--- src/rtl/div_pkg.sv ---
// Shared types for the RV64M iterative divider.
// Provides the operation and FSM state enums plus small op-decode helpers.
package div_pkg;

    typedef enum logic [1:0] {
        OP_DIV  = 2'd0,
        OP_DIVU = 2'd1,
        OP_REM  = 2'd2,
        OP_REMU = 2'd3
    } t_div_op;

    typedef enum logic [1:0] {
        S_IDLE = 2'd0,
        S_CALC = 2'd1,
        S_DONE = 2'd2
    } t_div_state;

    // DIV and REM treat operands as two's complement.
    function automatic logic op_is_signed(input t_div_op op);
        return (op == OP_DIV) || (op == OP_REM);
    endfunction

    // REM and REMU return the remainder rather than the quotient.
    function automatic logic op_is_rem(input t_div_op op);
        return (op == OP_REM) || (op == OP_REMU);
    endfunction

endpackage

--- src/rtl/div_unit.sv ---
// Iterative radix-2 restoring divider for DIV/DIVU/REM/REMU.
// Ports: clk, i_rstn (sync, active-low), i_start, i_op, i_dividend,
//        i_divisor -> o_busy, o_done (1-cycle pulse), o_result (registered).
module div_unit
    import div_pkg::*;
#(
    parameter int DATA_WIDTH = 64
) (
    input  logic                  clk,
    input  logic                  i_rstn,
    input  logic                  i_start,
    input  logic [1:0]            i_op,
    input  logic [DATA_WIDTH-1:0] i_dividend,
    input  logic [DATA_WIDTH-1:0] i_divisor,
    output logic                  o_busy,
    output logic                  o_done,
    output logic [DATA_WIDTH-1:0] o_result
);

    localparam int CW = $clog2(DATA_WIDTH);
    localparam logic [DATA_WIDTH-1:0] MOST_NEG = {1'b1, {(DATA_WIDTH-1){1'b0}}};

    t_div_state            r_state;
    t_div_op               r_op;
    logic                  r_neg_q;
    logic                  r_neg_r;
    logic [DATA_WIDTH-1:0] r_rem;
    logic [DATA_WIDTH-1:0] r_quot;
    logic [DATA_WIDTH-1:0] r_dvsr;
    logic [DATA_WIDTH-1:0] r_pend;
    logic [DATA_WIDTH-1:0] r_result;
    logic [CW-1:0]         r_cnt;
    logic                  r_busy;
    logic                  r_done;

    // Operand decode, used only on the accepting edge.
    t_div_op               w_op;
    logic                  w_sgn;
    logic                  w_a_neg;
    logic                  w_b_neg;
    logic [DATA_WIDTH-1:0] w_a_mag;
    logic [DATA_WIDTH-1:0] w_b_mag;
    logic                  w_div0;
    logic                  w_ovf;
    logic [DATA_WIDTH-1:0] w_spec_res;

    assign w_op    = t_div_op'(i_op);
    assign w_sgn   = op_is_signed(w_op);
    assign w_a_neg = w_sgn & i_dividend[DATA_WIDTH-1];
    assign w_b_neg = w_sgn & i_divisor[DATA_WIDTH-1];
    assign w_a_mag = w_a_neg ? -i_dividend : i_dividend;
    assign w_b_mag = w_b_neg ? -i_divisor  : i_divisor;
    assign w_div0  = (i_divisor == '0);
    assign w_ovf   = w_sgn & (i_dividend == MOST_NEG) & (i_divisor == '1);

    always_comb begin
        w_spec_res = '0;
        if (w_div0) begin
            w_spec_res = op_is_rem(w_op) ? i_dividend : '1;
        end else begin
            w_spec_res = op_is_rem(w_op) ? '0 : i_dividend;
        end
    end

    // One restoring step. The partial remainder stays below the divisor,
    // so bit DATA_WIDTH of the difference is a pure borrow flag.
    logic [DATA_WIDTH:0]   w_shift;
    logic [DATA_WIDTH:0]   w_diff;
    logic                  w_ge;
    logic [DATA_WIDTH-1:0] w_rem_nx;
    logic [DATA_WIDTH-1:0] w_quot_nx;
    logic [DATA_WIDTH-1:0] w_q_fin;
    logic [DATA_WIDTH-1:0] w_r_fin;
    logic [DATA_WIDTH-1:0] w_fin;

    assign w_shift   = {r_rem, r_quot[DATA_WIDTH-1]};
    assign w_diff    = w_shift - {1'b0, r_dvsr};
    assign w_ge      = ~w_diff[DATA_WIDTH];
    assign w_rem_nx  = w_ge ? w_diff[DATA_WIDTH-1:0] : w_shift[DATA_WIDTH-1:0];
    assign w_quot_nx = {r_quot[DATA_WIDTH-2:0], w_ge};
    assign w_q_fin   = r_neg_q ? -w_quot_nx : w_quot_nx;
    assign w_r_fin   = r_neg_r ? -w_rem_nx  : w_rem_nx;
    assign w_fin     = op_is_rem(r_op) ? w_r_fin : w_q_fin;

    // Normal path finishes on the last step, so DONE already carries
    // o_done. The special path enters DONE with o_done low and raises
    // it on the way back to IDLE; in both cases the pulse is one cycle.
    always_ff @(posedge clk) begin
        if (!i_rstn) begin
            r_state  <= S_IDLE;
            r_op     <= OP_DIV;
            r_neg_q  <= 1'b0;
            r_neg_r  <= 1'b0;
            r_rem    <= '0;
            r_quot   <= '0;
            r_dvsr   <= '0;
            r_pend   <= '0;
            r_result <= '0;
            r_cnt    <= '0;
            r_busy   <= 1'b0;
            r_done   <= 1'b0;
        end else begin
            unique case (r_state)
                S_IDLE: begin
                    r_done <= 1'b0;
                    if (i_start) begin
                        r_op     <= w_op;
                        r_neg_q  <= w_a_neg ^ w_b_neg;
                        r_neg_r  <= w_a_neg;
                        r_rem    <= '0;
                        r_quot   <= w_a_mag;
                        r_dvsr   <= w_b_mag;
                        r_pend   <= w_spec_res;
                        r_cnt    <= CW'(DATA_WIDTH - 1);
                        r_result <= '0;
                        r_busy   <= 1'b1;
                        if (w_div0 || w_ovf) begin
                            r_state <= S_DONE;
                        end else begin
                            r_state <= S_CALC;
                        end
                    end
                end
                S_CALC: begin
                    r_rem  <= w_rem_nx;
                    r_quot <= w_quot_nx;
                    r_cnt  <= r_cnt - CW'(1);
                    if (r_cnt == '0) begin
                        r_state  <= S_DONE;
                        r_result <= w_fin;
                        r_busy   <= 1'b0;
                        r_done   <= 1'b1;
                    end
                end
                S_DONE: begin
                    r_state <= S_IDLE;
                    r_busy  <= 1'b0;
                    r_done  <= ~r_done;
                    if (!r_done) begin
                        r_result <= r_pend;
                    end
                end
                default: begin
                    r_state <= S_IDLE;
                    r_busy  <= 1'b0;
                    r_done  <= 1'b0;
                end
            endcase
        end
    end

    assign o_busy   = r_busy;
    assign o_done   = r_done;
    assign o_result = r_result;

endmodule

--- config.mk ---
export PLATFORM = sky130hd
export DESIGN_NAME = div_unit
export DESIGN_NICKNAME = d
export VERILOG_FILES = /design/src/rtl/div_pkg.sv /design/src/rtl/div_unit.sv
export SDC_FILE = /design/constraint.sdc
export NUM_CORES = 1
export LEC_CHECK = 0
export CAP_MARGIN = 10
export CORE_UTILIZATION = 49
export CTS_CLUSTER_SIZE = 10
export DETAILED_ROUTE_END_ITERATION = 8
export MAX_ROUTING_LAYER = met4
export PLACE_DENSITY_LB_ADDON = 0.25
export SKIP_CTS_REPAIR_TIMING = 1
export SLEW_MARGIN = 20
export SYNTH_ARGS = -nofsm -noshare
export SYNTH_HDL_FRONTEND = slang
export SYNTH_SLANG_ARGS = --single-unit
--- constraint.sdc ---
create_clock -name clk -period 6.8 [get_ports clk]
set_input_delay 1.02 -clock clk [delete_from_list [all_inputs] [get_ports clk]]
set_output_delay 1.02 -clock clk [all_outputs]
set_load 0.05 [all_outputs]
After elaboration in Yosys (flattened, before gate mapping)
Index checks and enable logic that the tools add are counted.

$add $sub $neg: 6. Equality and inequality tests: 11. Multiplexer cells: 27. Bitwise operators: 7. Reductions and logical operators: 14.

Operators by type and width (number): $mux 64 (13); $neg 64->64 (4); $pmux 64 s2 (2); $pmux 64 s3 (1); $eq 64x64->1 const B (2); $sub 65x64->65 (1); $logic_not 64->1 (1); $pmux 6 s2 (1); $eq 2x2->1 const B (5); $logic_not 6->1 (1); $mux 2 (3); $mux 6 (1); $ne 2x2->1 const B (3); $reduce_and 2->1 (3); $sub 6x1->6 const B (1); $and 1x1->1 (4); $logic_not 2->1 (2); $logic_or 1x1->1 (4); $pmux 1 s2 (2); $pmux 2 s2 (1); $reduce_and 4->1 (1); $mux 1 (3); $reduce_bool 3->1 (1); $eq 2x1->1 const B (1); 3 further kinds (4).

Register bits: 334. Input bits: 133. Output and inout port bits: 66. Word-level logic and storage cells: 77.

Logic depth before layout (Yosys ltp)
Gate-level depths: netlist of run 1.

Word-level depth: 8. Gate-level depth with buffers: 27.

Least setup slack after synthesis of run 1
No wires, ideal clock.

Path type: register -> register. From: register r_dvsr[44]. To: register r_result[60] (netlist: o_result[60]). Setup time: 70 ps. Data arrival time: 5909 ps. Data required time: 6730 ps. Slack: 821 ps. Stages on the path, launching flop included: 28. Buffers on the path: 6. Period minus slack after synthesis: 5979 ps. Cells stage by stage: dfxtp_1 -> inv_1 -> ha_1 -> clkbuf_1 -> nand4_1 -> or2_1 -> or3_1 -> a211o_1 -> a31oi_1 -> a211oi_4 -> inv_2 -> buf_2 -> buf_2 -> clkbuf_1 -> buf_2 -> buf_1 -> ha_1 -> nand2_1 -> nand4bb_1 -> nand2b_1 -> or2_1 -> or4_1 -> o41ai_1 -> xnor2_1 -> nor2_1 -> a311o_1 -> o2bb2ai_1 -> a21oi_1.

Cells in the longest elaborated chain, start to end: 7.

Ends and longest elaborated chain: start: declaration (line div_unit.sv:29) `logic [DATA_WIDTH-1:0] r_dvsr;`; start signal: assignment (line div_unit.sv:112) `r_dvsr <= w_b_mag;`; $sub 65x64->65 (*) (line div_unit.sv:77) `assign w_diff = w_shift - {1'b0, r_dvsr};`; $mux 64 or $not 1->1 (tied branches) (line div_unit.sv:79, div_unit.sv:78); $neg 64->64 (on tied branches) (line div_unit.sv:82, div_unit.sv:81); $mux 64 (on tied branches) (line div_unit.sv:82, div_unit.sv:81); $mux 64 (*) (line div_unit.sv:83) `assign w_fin = op_is_rem(r_op) ? w_r_fin : w_q_fin;`; $mux 64 (*) (line div_unit.sv:128) `if (r_cnt == '0) begin`; $pmux 64 s3 (*) (line div_unit.sv:103) `unique case (r_state)`; end signal: assignment (line div_unit.sv:130) `r_result <= w_fin;`; end signal: assignment (line div_unit.sv:140) `r_result <= r_pend;`; end: declaration (line div_unit.sv:31) `logic [DATA_WIDTH-1:0] r_result;`.

Every way passes the cells marked *; elsewhere a longest branch is shown, timed or not. The select of a mux whose other input is x is not followed. A chain may end at the register's enable or synchronous reset.

Final worst setup path of run 1
From: register r_dvsr[1]. To: register r_result[58] (netlist: o_result[58]).

The elaborated chain is that of the path after synthesis.

==> key figures, run 1 <==
Pwr
  • Final Power: 6.53 mW
  • Static Leakage: 10.6 nW
  • Part of the power in registers: 0.355
  • Clock network fraction of total power: 0.322
  • P_int: 4.04 mW
  • P_sw: 2.49 mW
  • Power Density: 225 nW/um^2
  • Switching share of power: 0.382
  • Combinational share of power: 0.324
  • Peak VDD IR: 0.000258 V

Die
  • Die width: 230 um
  • Die height: 230 um
  • # IOs: 199
  • Die area: 53100 sq um
  • Core area: 51400 sq um
  • Initial Utilization: 0.497
  • Std cell rows: 83

CTS
  • Clock Tree Root: clkbuf_16
  • CTS tree: yes
  • Total clock sinks: 333
  • H-tree Lvls: 2
  • TritonCTS Buffers: 41
  • Clock Latency Late Sink: 0.59 ns
  • Clock-pin slew on the worst setup and hold paths: 0.06 ns
  • Longest Clk Path Bufs: 3

Timing
  • Tightest Pin Transition: 1.17 ns
  • Crit path time final: 5.92 ns
  • Setup TNS: 0 ns
  • Fmax achieved: 0.169 GHz
  • Slew HR: 0.220
  • Period utilization: 0.871
  • Hold Vio Cnt, Final: 0
  • Layout Skew: 0.0163 ns
  • Hold WS: 0.453 ns
  • Final Slew Violations: 0
  • RSZ-0062 raised after global routing: no
  • # setup viols final: 0

GRT
  • First-pass GRT wire length: 147 mm
  • Remaining global-route overflow: 0
  • Number of global-route vias before repair: 25245
  • Largest net degree at the start of global routing: 166
  • Antenna violations before repair: 0
  • GRT Total Usage: 0.362

Worst setup path
  • Crit path DAT: 6.40 ns
  • Worst setup path category: reg -> reg
  • Crit path required time: 7.28 ns
  • CP Launch Type: register
  • Worst setup EP type: register
  • CP Max Fanout: 6

Logic synthesis
  • Total number of yosys warnings: 0
  • Synth cell types: 91
  • Mapped Area: 25600 sq um
  • Syn_nets: 3832
  • Sequential fraction of the synthesis area: 0.261
  • Gate Count Post-Synth: 3624
  • Commonest register cell after synthesis: dfxtp_1
  • Number of synthesized flops with an enable pin: 0
  • Post-synth ARST share: 0
  • Register bit total from synthesis: 333
  • Mean Syn Cell Area: 7.05 sq um

Drt
  • Final wirelength: 95.9 mm
  • Vias per cell: 6.41
  • Drt initial violations: 3786
  • ANT nets after route: 0
  • Routed vias: 27930
  • Drt wl/cell: 22.0 um
  • First-pass DRT Iterations: 6
  • # DRC: 0

Finish
  • Most frequent cells in the layout: nor2_1, a21oi_1, nand2_1
  • Share of cells above drive strength 1: 0.0367
  • Final non-filler cell total: 4356
  • Commonest non-fill, non-tap cell in the layout: nor2_1
  • Synth-to-layout area growth: 13.4%
  • Layout net count: 3866
  • # fillers: 5045

Worst hold path
  • Hold Path Class: reg -> reg

Job
  • Maxcap violations: 0

Placement
  • Placed Cells: 4295
  • Gpl congestion: 0.996
  • Buffers on Ports: 198
  • DP HPWL: 71.8 mm

Outcome
  • Status: completed
[worst paths after layout]
path	end	slack [ns]	depth (start not counted)	startpoint
worst max-delay path	o_result[58]$_SDFFE_PN0P_	0.88	15	r_dvsr[1]$_SDFFE_PN0P_
worst min-delay path	r_dvsr[57]$_SDFFE_PN0P_	0.45	2	r_dvsr[57]$_SDFFE_PN0P_
worst max register to register	o_result[58]$_SDFFE_PN0P_	0.88	15	r_dvsr[1]$_SDFFE_PN0P_
worst min register to register	r_dvsr[57]$_SDFFE_PN0P_	0.45	2	r_dvsr[57]$_SDFFE_PN0P_
[worst max-delay path, stage by stage, from the launching register on]
cell,delay [ns]
dfxtp_1,0.57
inv_1,0.08
ha_1,0.29
nor2b_1,0.15
o2111ai_1,0.59
a211oi_1,0.33
o2111ai_1,0.58
a21boi_0,0.35
o221a_2,0.35
nor3_1,0.33
nor3b_1,0.36
a22oi_1,0.26
or4b_1,0.66
o41ai_1,0.56
o22ai_1,0.16
a21o_1,0.17
[through the flow]
step | utilization | worst slack, ns | cell area (sq um)
2_1_floorplan | - | 0.821 | 25600
3_3_place_gp | 0.540 | 1.08 | 27800
3_5_place_dp | 0.540 | 1.04 | 27800
4_1_cts | 0.564 | 0.977 | 29000
5_1_grt | 0.564 | 0.518 | 29000
6_report | 0.564 | 0.878 | 29000
[sequential cells by signal, indices dropped and copies added (netlist names), 2 cells and up]
signal    count
o_result     64
r_dvsr       64
r_quot       64
r_state       2
r_cnt         6
r_pend       64
r_rem        64
[kinds of logic (layout without fill, tap and decap cells)]
family,Yosys count,in the layout,share of synthesized area
buffers and inverters,352,403,0.0533
adder cells (fa/ha/maj),75,75,0.0370
other,0,1,0
AND/OR/NAND/NOR,1334,1334,0.240
flip-flops,333,333,0.261
AO/OA/AOI/OAI,1215,1215,0.298
XOR/XNOR,271,271,0.0929
multiplexers,44,44,0.0175
[metal layers]
layer	global-route usage	routed length, um	vias up
li1	-	-	13231
met1	0.471	40200	13083
met2	0.561	43200	1392
met3	0.0539	8410	224
met4	0.145	4040	0
met5	-	0	-
[area by class of cell]
class                   instances  area [sq um]  area share
well taps                     680           851      0.0294
multi-input cells            2939         17600       0.606
clock buffers                  56          1140      0.0395
inverters                     109           417      0.0144
repair buffers                234          2260      0.0780
flip-flops and latches        333          6670       0.230
clock inverters                 4          73.8     0.00255
diodes                          1          2.50   0.0000863
[cells in the mapped netlist, drive strengths merged (7+ instances only)]
| cell | instances | area share |
|---|---|---|
| nor2 | 543 | 0.080 |
| a21oi | 399 | 0.078 |
| nand2 | 339 | 0.050 |
| dfxtp | 333 | 0.26 |
| o21ai | 325 | 0.064 |
| clkbuf | 202 | 0.030 |
| xnor2 | 167 | 0.057 |
| inv | 108 | 0.016 |
| xor2 | 104 | 0.036 |
| nor3 | 84 | 0.017 |
| a211oi | 78 | 0.024 |
| ha | 74 | 0.036 |
| o31ai | 51 | 0.015 |
| nand3 | 50 | 0.0098 |
| nor4 | 48 | 0.012 |
| a22oi | 47 | 0.014 |
| a222oi | 46 | 0.018 |
| or3 | 46 | 0.011 |
| buf | 41 | 0.0076 |
| nand4 | 41 | 0.010 |
| mux2i | 39 | 0.015 |
| o211ai | 34 | 0.010 |
| a31oi | 32 | 0.0078 |
| and2 | 32 | 0.0078 |
| a21o | 31 | 0.0091 |
| or4 | 28 | 0.0084 |
| o41ai | 27 | 0.0095 |
| and3 | 24 | 0.0059 |
| nand2b | 24 | 0.0059 |
| o21a | 17 | 0.0050 |
| and4 | 14 | 0.0048 |
| or2 | 14 | 0.0034 |
| a311oi | 13 | 0.0045 |
| a21boi | 11 | 0.0037 |
| nor2b | 11 | 0.0027 |
| o2111ai | 10 | 0.0034 |
| nand3b | 9 | 0.0026 |
| nor3b | 9 | 0.0026 |
| o221ai | 9 | 0.0031 |
| a22o | 8 | 0.0027 |
| o31a | 7 | 0.0024 |
[power by group through the flow]
| stage | logic (mW) | clock network [mW] | registers [mW] |
|---|---|---|---|
| after global placement | 2.05 | 0 | 2.34 |
| final | 2.11 | 2.10 | 2.31 |
| after global routing | 2.30 | 2.18 | 2.33 |
| after floorplan | 1.41 | 0 | 2.30 |
| after CTS | 2.06 | 2.11 | 2.31 |
| after detailed placement | 2.05 | 0 | 2.35 |
No activity file was read; power rests on OpenSTA's default activity.
==> inputs of run 2 (changes only) <==
HOLD_SLACK_MARGIN = 0.08   (was unset)
==> results of run 2 <==
Final layout, timing and power as in run 1 (identical DEF).
